`config.mk`:
```
export PLATFORM = sky130hd
export DESIGN_NAME = tone_detector
export DESIGN_NICKNAME = d
export VERILOG_FILES = /design/src/rtl/tone_detector.sv
export SDC_FILE = /design/constraint.sdc
export NUM_CORES = 1
export LEC_CHECK = 0
export BUFFER_PORTS_ARGS = -buffer_cell sky130_fd_sc_hd__buf_2
export CAP_MARGIN = 10
export CORE_UTILIZATION = 40
export CTS_CLUSTER_SIZE = 16
export DETAILED_ROUTE_END_ITERATION = 8
export GPL_TIMING_DRIVEN = 0
export PLACE_DENSITY = 0.64
export SYNTH_ARGS = -nofsm -noshare
export SYNTH_HDL_FRONTEND = slang
export SYNTH_SLANG_ARGS = --single-unit
```
`constraint.sdc`:
```
create_clock -name hwclk -period 4.1 [get_ports hwclk]
set_input_delay 0.205 -clock hwclk [delete_from_list [all_inputs] [get_ports hwclk]]
set_output_delay 0.205 -clock hwclk [all_outputs]
set_load 0.01 [all_outputs]
```
`src/rtl/tone_detector.sv`:
```
// rtl/tone_detector.sv - square-wave period / high-time meter with no-tone timeout.
// Define TONE_DETECT_MATCH_EN to add the target_period match flag.
module tone_detector #(
   parameter int CNT_W   = 32,
   parameter int TIMEOUT = 1000000,
   parameter int TOL     = 16
) (
   input  logic             hwclk,
   input  logic             rst,
   input  logic             sig_in,
   input  logic [CNT_W-1:0] target_period,
   output logic [CNT_W-1:0] period,
   output logic [CNT_W-1:0] high_time,
   output logic             period_valid,
   output logic             no_tone,
   output logic             match
);
   typedef enum logic [1:0] {NO_SIGNAL, ARMED, MEASURE} state_t;

   localparam logic [CNT_W-1:0] CNT_MAX = CNT_W'(TIMEOUT - 1);

   state_t           state, state_nxt;
   logic             s1, s2, s3;
   logic             rise, fall;
   logic [CNT_W-1:0] cnt;
   logic [CNT_W-1:0] cnt_inc;
   logic             load_period, load_high, timeout;

   always_ff @(posedge hwclk or posedge rst) begin
      if (rst) begin
         s1 <= 1'b0;
         s2 <= 1'b0;
         s3 <= 1'b0;
      end else begin
         s1 <= sig_in;
         s2 <= s1;
         s3 <= s2;
      end
   end

   assign rise    = s2 & ~s3;
   assign fall    = ~s2 & s3;
   assign cnt_inc = cnt + 1'b1;

   // cnt holds (cycles since last rise) - 1, so cnt+1 is the measured length
   always_ff @(posedge hwclk or posedge rst) begin
      if (rst) begin
         cnt <= '0;
      end else if (rise) begin
         cnt <= '0;
      end else if (cnt != CNT_MAX) begin
         cnt <= cnt_inc;
      end
   end

   always_ff @(posedge hwclk or posedge rst) begin
      if (rst) begin
         state <= NO_SIGNAL;
      end else begin
         state <= state_nxt;
      end
   end

   always_comb begin
      state_nxt   = state;
      load_period = 1'b0;
      load_high   = 1'b0;
      timeout     = 1'b0;
      case (state)
         NO_SIGNAL: begin
            if (rise) state_nxt = ARMED;
         end
         ARMED, MEASURE: begin
            load_high = fall;
            if (rise) begin
               state_nxt   = MEASURE;
               load_period = 1'b1;
            end else if (cnt == CNT_MAX) begin
               state_nxt = NO_SIGNAL;
               timeout   = 1'b1;
            end
         end
         default: state_nxt = NO_SIGNAL;
      endcase
   end

   always_ff @(posedge hwclk or posedge rst) begin
      if (rst) begin
         period       <= '0;
         high_time    <= '0;
         period_valid <= 1'b0;
         no_tone      <= 1'b1;
      end else begin
         period_valid <= load_period;
         if (load_period) period <= cnt_inc;
         if (load_high) high_time <= cnt_inc;
         if (timeout) begin
            no_tone <= 1'b1;
         end else if (load_period) begin
            no_tone <= 1'b0;
         end
      end
   end

`ifdef TONE_DETECT_MATCH_EN
   logic [CNT_W:0] period_new;
   logic [CNT_W:0] target_ext;
   logic [CNT_W:0] diff;

   assign period_new = {1'b0, cnt} + 1'b1;
   assign target_ext = {1'b0, target_period};
   assign diff       = (period_new >= target_ext) ? (period_new - target_ext)
                                                  : (target_ext - period_new);

   always_ff @(posedge hwclk or posedge rst) begin
      if (rst) begin
         match <= 1'b0;
      end else if (timeout) begin
         match <= 1'b0;
      end else if (load_period) begin
         match <= (diff <= (CNT_W+1)'(TOL));
      end
   end
`else
   localparam int unused_tol = TOL;
   logic unused_target;

   assign unused_target = ^target_period;
   assign match         = 1'b0;
`endif

endmodule
```
# Word level (Yosys, flattened, before mapping)

Cells that the tools add are included.

Eq/ne operators: 6
Muxes and demuxes: 14
Bitwise logic cells: 4
Add/subtract/negate cells: 1
Reduce and logical (&&, ||, !) cells: 5

Operator list:

| cell                                            | count |
|---|---|
| 2-to-1 mux 32 bit                               | 2 |
| adder 32 x 1 -> 32 bit, second input constant   | 1 |
| == test 32 x 20 -> 1 bit, second input constant | 1 |
| != test 32 x 20 -> 1 bit, second input constant | 1 |
| 2-to-1 mux 1 bit                                | 8 |
| 2-to-1 mux 2 bit                                | 3 |
| case mux 2 bit (2 select lines)                 | 1 |
| nonzero test 2 bit                              | 2 |
| != test 3 bit, second input constant            | 1 |
| AND 1 bit                                       | 2 |
| == test 2 x 1 -> 1 bit, second input constant   | 1 |
| == test 2 bit, second input constant            | 1 |
| zero test 2 bit                                 | 1 |
| != test 2 bit, second input constant            | 1 |
| inverter 1 bit                                  | 2 |
| AND reduction 2 bit                             | 1 |
| OR reduction 2 bit                              | 1 |

Register bits: 103
Logic and storage cells: 39
Output and inout bits: 67
Input port bits: 35

# Logic depth before layout (Yosys ltp)

Gate-level depths: netlist of the first run.

Word-level depth: 6
Mapped depth: 7
Gate-level depth less buffers: 6

# Worst setup path after synthesis of the first run

Ideal clock, no wire load.

Kind: register to register
From: register cnt[0]
To: register state[1]
Slack: 2.231 ns
Path buffers: 2
Stages on the path, launching flop included: 8
Required time: 3.970 ns
Arrival time: 1.739 ns
Setup time: 0.130 ns
Clock period less this slack: 1.869 ns
Cell sequence: dfrtp_1 ha_1 clkbuf_1 nand2_1 nor4_4 or2_2 buf_4 o21ai_0

Longest elaborated chain between the ends: 3

RTL lines:

| element                              | line | RTL |
|---|---|---|
| start, declared                      | 25   | `logic [CNT_W-1:0] cnt;` |
| start signal, assigned               | 52   | `cnt <= cnt_inc;` |
| == test 32 x 20 -> 1 bit             | 78   | `end else if (cnt == CNT_MAX) begin` |
| != test 3 bit (no source line)       | n/a  |  |
| AND reduction 2 bit (no source line) | n/a  |  |
| end signal, assigned                 | 60   | `state <= state_nxt;` |
| end, declared                        | 22   | `state_t state, state_nxt;` |

Every way passes these cells.
A chain may end at the register's enable or synchronous reset.

# Worst setup path in the final report of the first run

From: register cnt[0]
To: register period[30]

Longest elaborated chain between the ends: 1

RTL lines:

| element                | line | RTL |
|---|---|---|
| adder 32 x 1 -> 32 bit | 43   | `assign cnt_inc = cnt + 1'b1;` |
| end signal, assigned   | 95   | `if (load_period) period <= cnt_inc;` |
| end, declared          | 12   | `output logic [CNT_W-1:0] period,` |

Every way passes these cells.

==> results.md, run 1 <==
* Met2 WL at 4.440 mm
* Gr ovfl total at 0
* GRT Util Overall at between 10% and 20%
* Largest net degree at the start of global routing at 62
* Asr flop ratio synth at 100.0%
* DP Wirelength at 7.153 mm
* Clk sink count at 103
* Root buf cell: clkbuf_8
* Die Width at 106.1 um
* Final setup TNS at 0 ns
* Synthesis-stage register bit count at 103
* Pwr dens at 420.2 mW/mm2
* Rows at 37
* Seq/Total Area, Yosys at 59.53%
* Hold crit path type: reg2reg
* DR iter-0 viols at 128
* Seq pwr share at 52.6%
* Vias in the first global route at around 3200
* Core Region at 0.01042 mm2
* CTS clk-pin slew, worst paths at 0.10 ns
* Post-route ant nets at 0
* Pins Over Slew Limit at 0
* Detail Route met3 WL at 471 um
* Dominant cells by area after synthesis: dfrtp_1 (59%), o21ai_0 (7.0%), nand2_1 (6.8%)
* Clock Path Buffers at 2
* Layout cell share with drive strength beyond 1 at between 20% and 30%
* Fin crit period at roughly 2.5 ns
* Fill count at 987
* Clk_skew at 0.01277 ns
* RSZ-0062 raised after global routing: false
* CTS buffer count at 9
* Die area at 0.01125 mm2
* Synth cell count leaders: dfrtp_1 (102), nand2_1 (79), o21ai_0 (61)
* I/O Buffers at 68
* Hold_ws at 0.3564 ns
* Synth unique cells at 39
* Pre-antenna DRT Iters at 4
* Gate power share at 17.1%
* Post-synth top area share at 58.93%
* Total nets after synthesis at 454
* Cts hold-fix bufs at 2
* Crit Path Category: reg2reg
* Routed vias/inst at 5.129
* EDFF count, synth at 0
* Total wire length at about 10 mm
* Avg Inst Size Synth at 10.44 um2
* Vias at approximately 3300
* P&R area growth vs syn at 17.62%
* CP arrival at 2.79 ns
* Net Sw Power at 0.0006623 W
* DR top layer: met4
* Net Sw Frac at 30.94%
* Most common cell in the netlist: dfrtp_1
* Routability cong. at about 0.85
* Crit Path Max Fanout at 8
* Met1 WL at 4.816 mm
* Final layout net count at 536
* Multi-input gate area at ~0.0016 mm2
* Crit start category: flop
* Status: completed
* Clk Latency, worst-skew pair at 0.37 ns
* # DRC at 0
* Sequential cell area at 0.002579 mm2
* Die height at 106.1 um
* Part of the power in the clock network at 30.3%
* Max-Cap Viols at 0
* Fmax at 393.7 MHz
* Postcts setup bufs at 0
* I/O pin total at 102
* Endpoints failing hold at 0
* ANT cells at 0
* Leak Pwr at 2.464 nW
* Internal at ~0.0015 W
* Initial Util at 41.59%
* Ys Warns at 0
* Period utilization at 61.95%
* Slew headroom at 54.83%
* Worst slew pin tran at 0.6724 ns
* Cells on worst reg2reg path at 7
* Hold Path Cell Cnt at 0
* # setup viols final at 0
* WL/cell at 15.49 um
* Synthesized cell area at 0.004332 mm2
* Worst setup EP type: flop
* Initial antenna violation count at 0
* WP data required at approximately 4.4 ns
* First-pass GRT wire length at 16.50 mm
* Synth Flop Type: dfrtp_1
* H-Tree Depth at 3
* CTS tree: yes
* Maximum vdd drop at 0.0002505 V
* Resized Gates After CTS at 0
* Post-Synthesis Cells at 415
* Post-synth top area cell: dfrtp_1
## metrics by stage
stage	cells	utilization [%]	worst slack [ns]	power (W)	cell area, um2
5_1_grt	638	48.91	1.345	0.002251	5095
3_5_place_dp	620	46.77	1.525	0.001514	4872
3_3_place_gp	619	46.49	0.1049	0.001498	4842
4_1_cts	638	48.91	1.536	0.002165	5095
6_report	638	48.91	1.560	0.002141	5095
2_1_floorplan	415	-	1.193	0.001369	4332
## flip-flops by register name, summed over array words and instances, names as in the netlist
signal,count
period,32
s3,1
s1,1
period_valid,1
state,2
cnt,32
high_time,32
s2,1
no_tone,1
## metal layers
| layer | track usage [%] | vias to the layer above |
|---|---|---|
| met5 | 0 | - |
| met2 | 29.04 | 85 |
| met3 | 4.108 | 12 |
| met1 | 26.88 | 1604 |
| li1 | - | 1571 |
| met4 | 6.548 | 0 |
## final timing paths
path | slack [ns] | startpoint | endpoint
min in group asynchronous | 0.43 | rst | high_time[19]
worst max-delay path | 1.56 | cnt[0] | period[30]
max in group asynchronous | 2.94 | rst | no_tone
worst min-delay path | 0.36 | s1 | s2
worst max register to register | 1.56 | cnt[0] | period[30]
worst min register to register | 0.36 | s1 | s2
## critical path: stages, from the launching register on
cell      delay (ns)
dfrtp_1         0.55
ha_1            0.21
clkbuf_1        0.32
nand2_1         0.12
nor3_1          0.58
nand3_1         0.17
xor2_1          0.32
o21ai_0         0.14
## cell families after synthesis
| group | count (synthesis) | share of synthesized area, % |
|---|---|---|
| muxes | 4 | 1.011 |
| AOI/OAI and AO/OA | 72 | 8.492 |
| and+or+nand+nor | 172 | 20.57 |
| adders and majority gates | 4 | 1.155 |
| DFF | 103 | 59.53 |
| other | 1 | 0.08657 |
| xor gates and xnor gates | 31 | 6.268 |
| buffers and inverters | 28 | 2.888 |
## placed cells by master (no fill, tap or decap), drive strengths merged, types with 2 or more instances in the layout
| master | n |
|---|---|
| a21oi | 7 |
| and3 | 3 |
| and4 | 4 |
| buf | 74 |
| clkbuf | 24 |
| clkinvlp | 3 |
| dfrtp | 102 |
| dlygate4sd3 | 2 |
| ha | 4 |
| inv | 10 |
| mux2 | 3 |
| nand2 | 80 |
| nand3 | 14 |
| nand4 | 12 |
| nor2 | 33 |
| nor3 | 6 |
| nor4 | 10 |
| nor4b | 2 |
| o21ai | 63 |
| or3 | 2 |
| xnor2 | 9 |
| xor2 | 22 |
## power groups by stage
stage	combinational (W)	sequential [W]	clock, W
2_1_floorplan	0.000217	0.00115	0
3_3_place_gp	0.000355	0.00114	0
3_5_place_dp	0.000368	0.00115	0
4_1_cts	0.000372	0.00113	0.000667
5_1_grt	0.000407	0.00114	0.000706
6_report	0.000366	0.00113	0.000648
## area by class of cell
class | count | area share [%]
plain buffers | 20 | 1.866
clock buffers | 9 | 2.431
clock inverters | 7 | 1.547
inverters | 8 | 0.6385
multi-input cells | 284 | 31.95
flip-flops and latches | 103 | 50.61
well taps | 136 | 3.340
repair buffers | 71 | 7.613
No activity file was read; power rests on OpenSTA's default activity.
==> inputs of run 2 (changes only) <==
- PLACE_DENSITY: 0.64 -> 0.67
- clock period: 4.1 -> 2.1 ns (I/O delays scaled with it)
==> run 2 against run 1 <==
  * Sequential cell count unchanged
  * Sequential share of layout area decreased by 0.90 points
  * First-iteration DRC count rose by 21%
  * Final cell count up 0.78%
  * Worst setup slack worse by 1.5 ns
==> results.md, run 2 (synthesis results as in run 1) <==
* Status: completed
* Largest net degree at the start of global routing at 44
* # setup viols final at 0
* Crit Path Category: reg2reg
* Final Total Pwr at 0.004175 W
* Leak Pwr at 2.516 nW
* I/O Buffers at between 60 and 70
* CTS buffer count at 9
* Max-Cap Viols at 0
* Most common cell after layout, fill and taps aside: dfrtp_1
* P&R area growth vs syn at 19.82%
* Commonest non-fill, non-tap cells in the layout: dfrtp_1 (101), nand2_1 (79), buf_2 (68)
* I/O pin total at 102
* Final instance area at 0.005190 mm2
* Crit start category: flop
* Final core utilization at 49.83%
* Reg-to-Reg End: state[1]
* Clock Path Buffers at 2
* Slew headroom at 65.02%
* Fmax at 497.5 MHz
* ANT cells at 0
* GRT Util Overall at 18.47%
* Seq pwr share at 52.7%
* Vias in the first global route at between 3000 and 4000
* Rows at 37
* Core Region at 0.01042 mm2
* Die Width at approximately 110 um
* Reg2Reg Launch Point: cnt[22]
* # DRC at 0
* Maximum vdd drop at 0.0004159 V
* Crit path max-delay cell type: dfrtp_1
* CTS clk-pin slew, worst paths at 0.10 ns
* CTS tree: yes
* WP data required at 2.34 ns
* Net Sw Frac at between 20% and 30%
* Clk sink count at 103
* Hold crit path type: in2async
* Worst setup EP type: flop
* Max incr delay on CP at 0.48 ns
* WL/cell at 15.13 um
* Net Sw Power at 0.001228 W
* Die height at 106.1 um
* Initial antenna violation count at 0
* Internal at just under 0.003 W
* Worst slew pin tran at about 0.52 ns
* Period utilization at 95.72%
* CP arrival at 2.25 ns
* Post-route ant nets at 0
* Pwr dens at 804.4 mW/mm2
* Crit Path Max Fanout at 10
* DP Wirelength at 7.077 mm
* Total wire length at 9.730 mm
* Endpoints failing hold at 0
* Root buf cell: clkbuf_8
* Post-DP Area at 0.004886 mm2
* DR iter-0 viols at 155
* First-pass GRT wire length at 16.24 mm
* Routed vias/inst at 5.185
* R2r setup slk at around 0.09 ns
* Cells on worst reg2reg path at 6
* Pins Over Slew Limit at 0
* Part of the power in the clock network at 29.8%
* Final layout net count at 541
* Initial Util at 41.59%
* Vias at 3334
* Clk Latency, worst-skew pair at around 0.36 ns
* Gr ovfl total at 0
* H-Tree Depth at 3
* Hold_ws at 0.2731 ns
* Top Registers: cnt (32), high_time (32), period (32)
* Gate power share at 17.6%
* Fin crit period at 2.010 ns
* Critical Path, Cell by Cell: nor4_2, nand4b_1, nor4_4, or2_2, buf_4, o21ai_0
* Clk_skew at 0.01665 ns
* Pre-antenna DRT Iters at 4
* Routability cong. at 0.8651
* Layout cell share with drive strength beyond 1 at 22.88%
* Die area at roughly 0.011 mm2
run 2: stage by stage:
step	setup slack, ns	TNS, ns	instances
after floorplan	0.2314	0	415
after global placement	-0.4030	-8.822	619
after detailed placement	-0.4586	-10.30	621
after CTS	0.03714	0	640
after global routing	-0.02432	-0.02476	643
final	0.08986	0	643
run 2: final cells by class:
type / instances / area [um2]
multi-input combinational: 284 / 1673
sequential: 103 / 2580
buffer: 19 / 95.09
clock inverter: 4 / 55.05
clock buffer: 12 / 145.1
inverter: 8 / 33.78
fill: 1011 / 5226
timing repair buffer: 77 / 437.9
tap: 136 / 170.2
run 2: worst max-delay path by stage:
stage             from             to  slack, ns  cells after the start
4_1_cts         cnt[1]       state[1]       0.04                      6
3_5_place_dp    cnt[0]  high_time[14]      -0.46                      7
3_3_place_gp    cnt[0]  high_time[14]      -0.40                      7
2_1_floorplan   cnt[0]       state[1]       0.23                      7
5_1_grt        cnt[22]       state[1]      -0.02                      6
6_report       cnt[22]       state[1]       0.09                      6
run 2: power by group through the flow:
stage | logic (W) | clock network [W] | registers (W)
global placement | 0.000673 | 0 | 0.00223
CTS | 0.000733 | 0.00128 | 0.00220
detailed placement | 0.000713 | 0 | 0.00223
finish | 0.000733 | 0.00124 | 0.00220
floorplan | 0.000423 | 0 | 0.00225
global route | 0.000826 | 0.00135 | 0.00221
run 2: worst max-delay path, delay by kind of cell, from the launching register on:
kind | cells | cell delay (ns)
compound gates | 1 | 0.12
buf+inv | 1 | 0.18
simple gates | 4 | 1.11
flops | 1 | 0.48
run 2: what timing repair did:
action	CTS	global route
hold buffers	2	0
setup buffers	2	3
endpoints found under the hold margin	19	0
pin swaps	1	3
gates resized for setup	3	8
endpoints found under the setup margin	44	26
run 2: per-layer routing:
layer,part of all wire [%],GRT usage (%),vias up
met2,47,29.41,87
met3,5.2,3.801,13
met5,0,0,-
met4,1.8,6.647,0
li1,-,-,1572
met1,46,25.06,1662
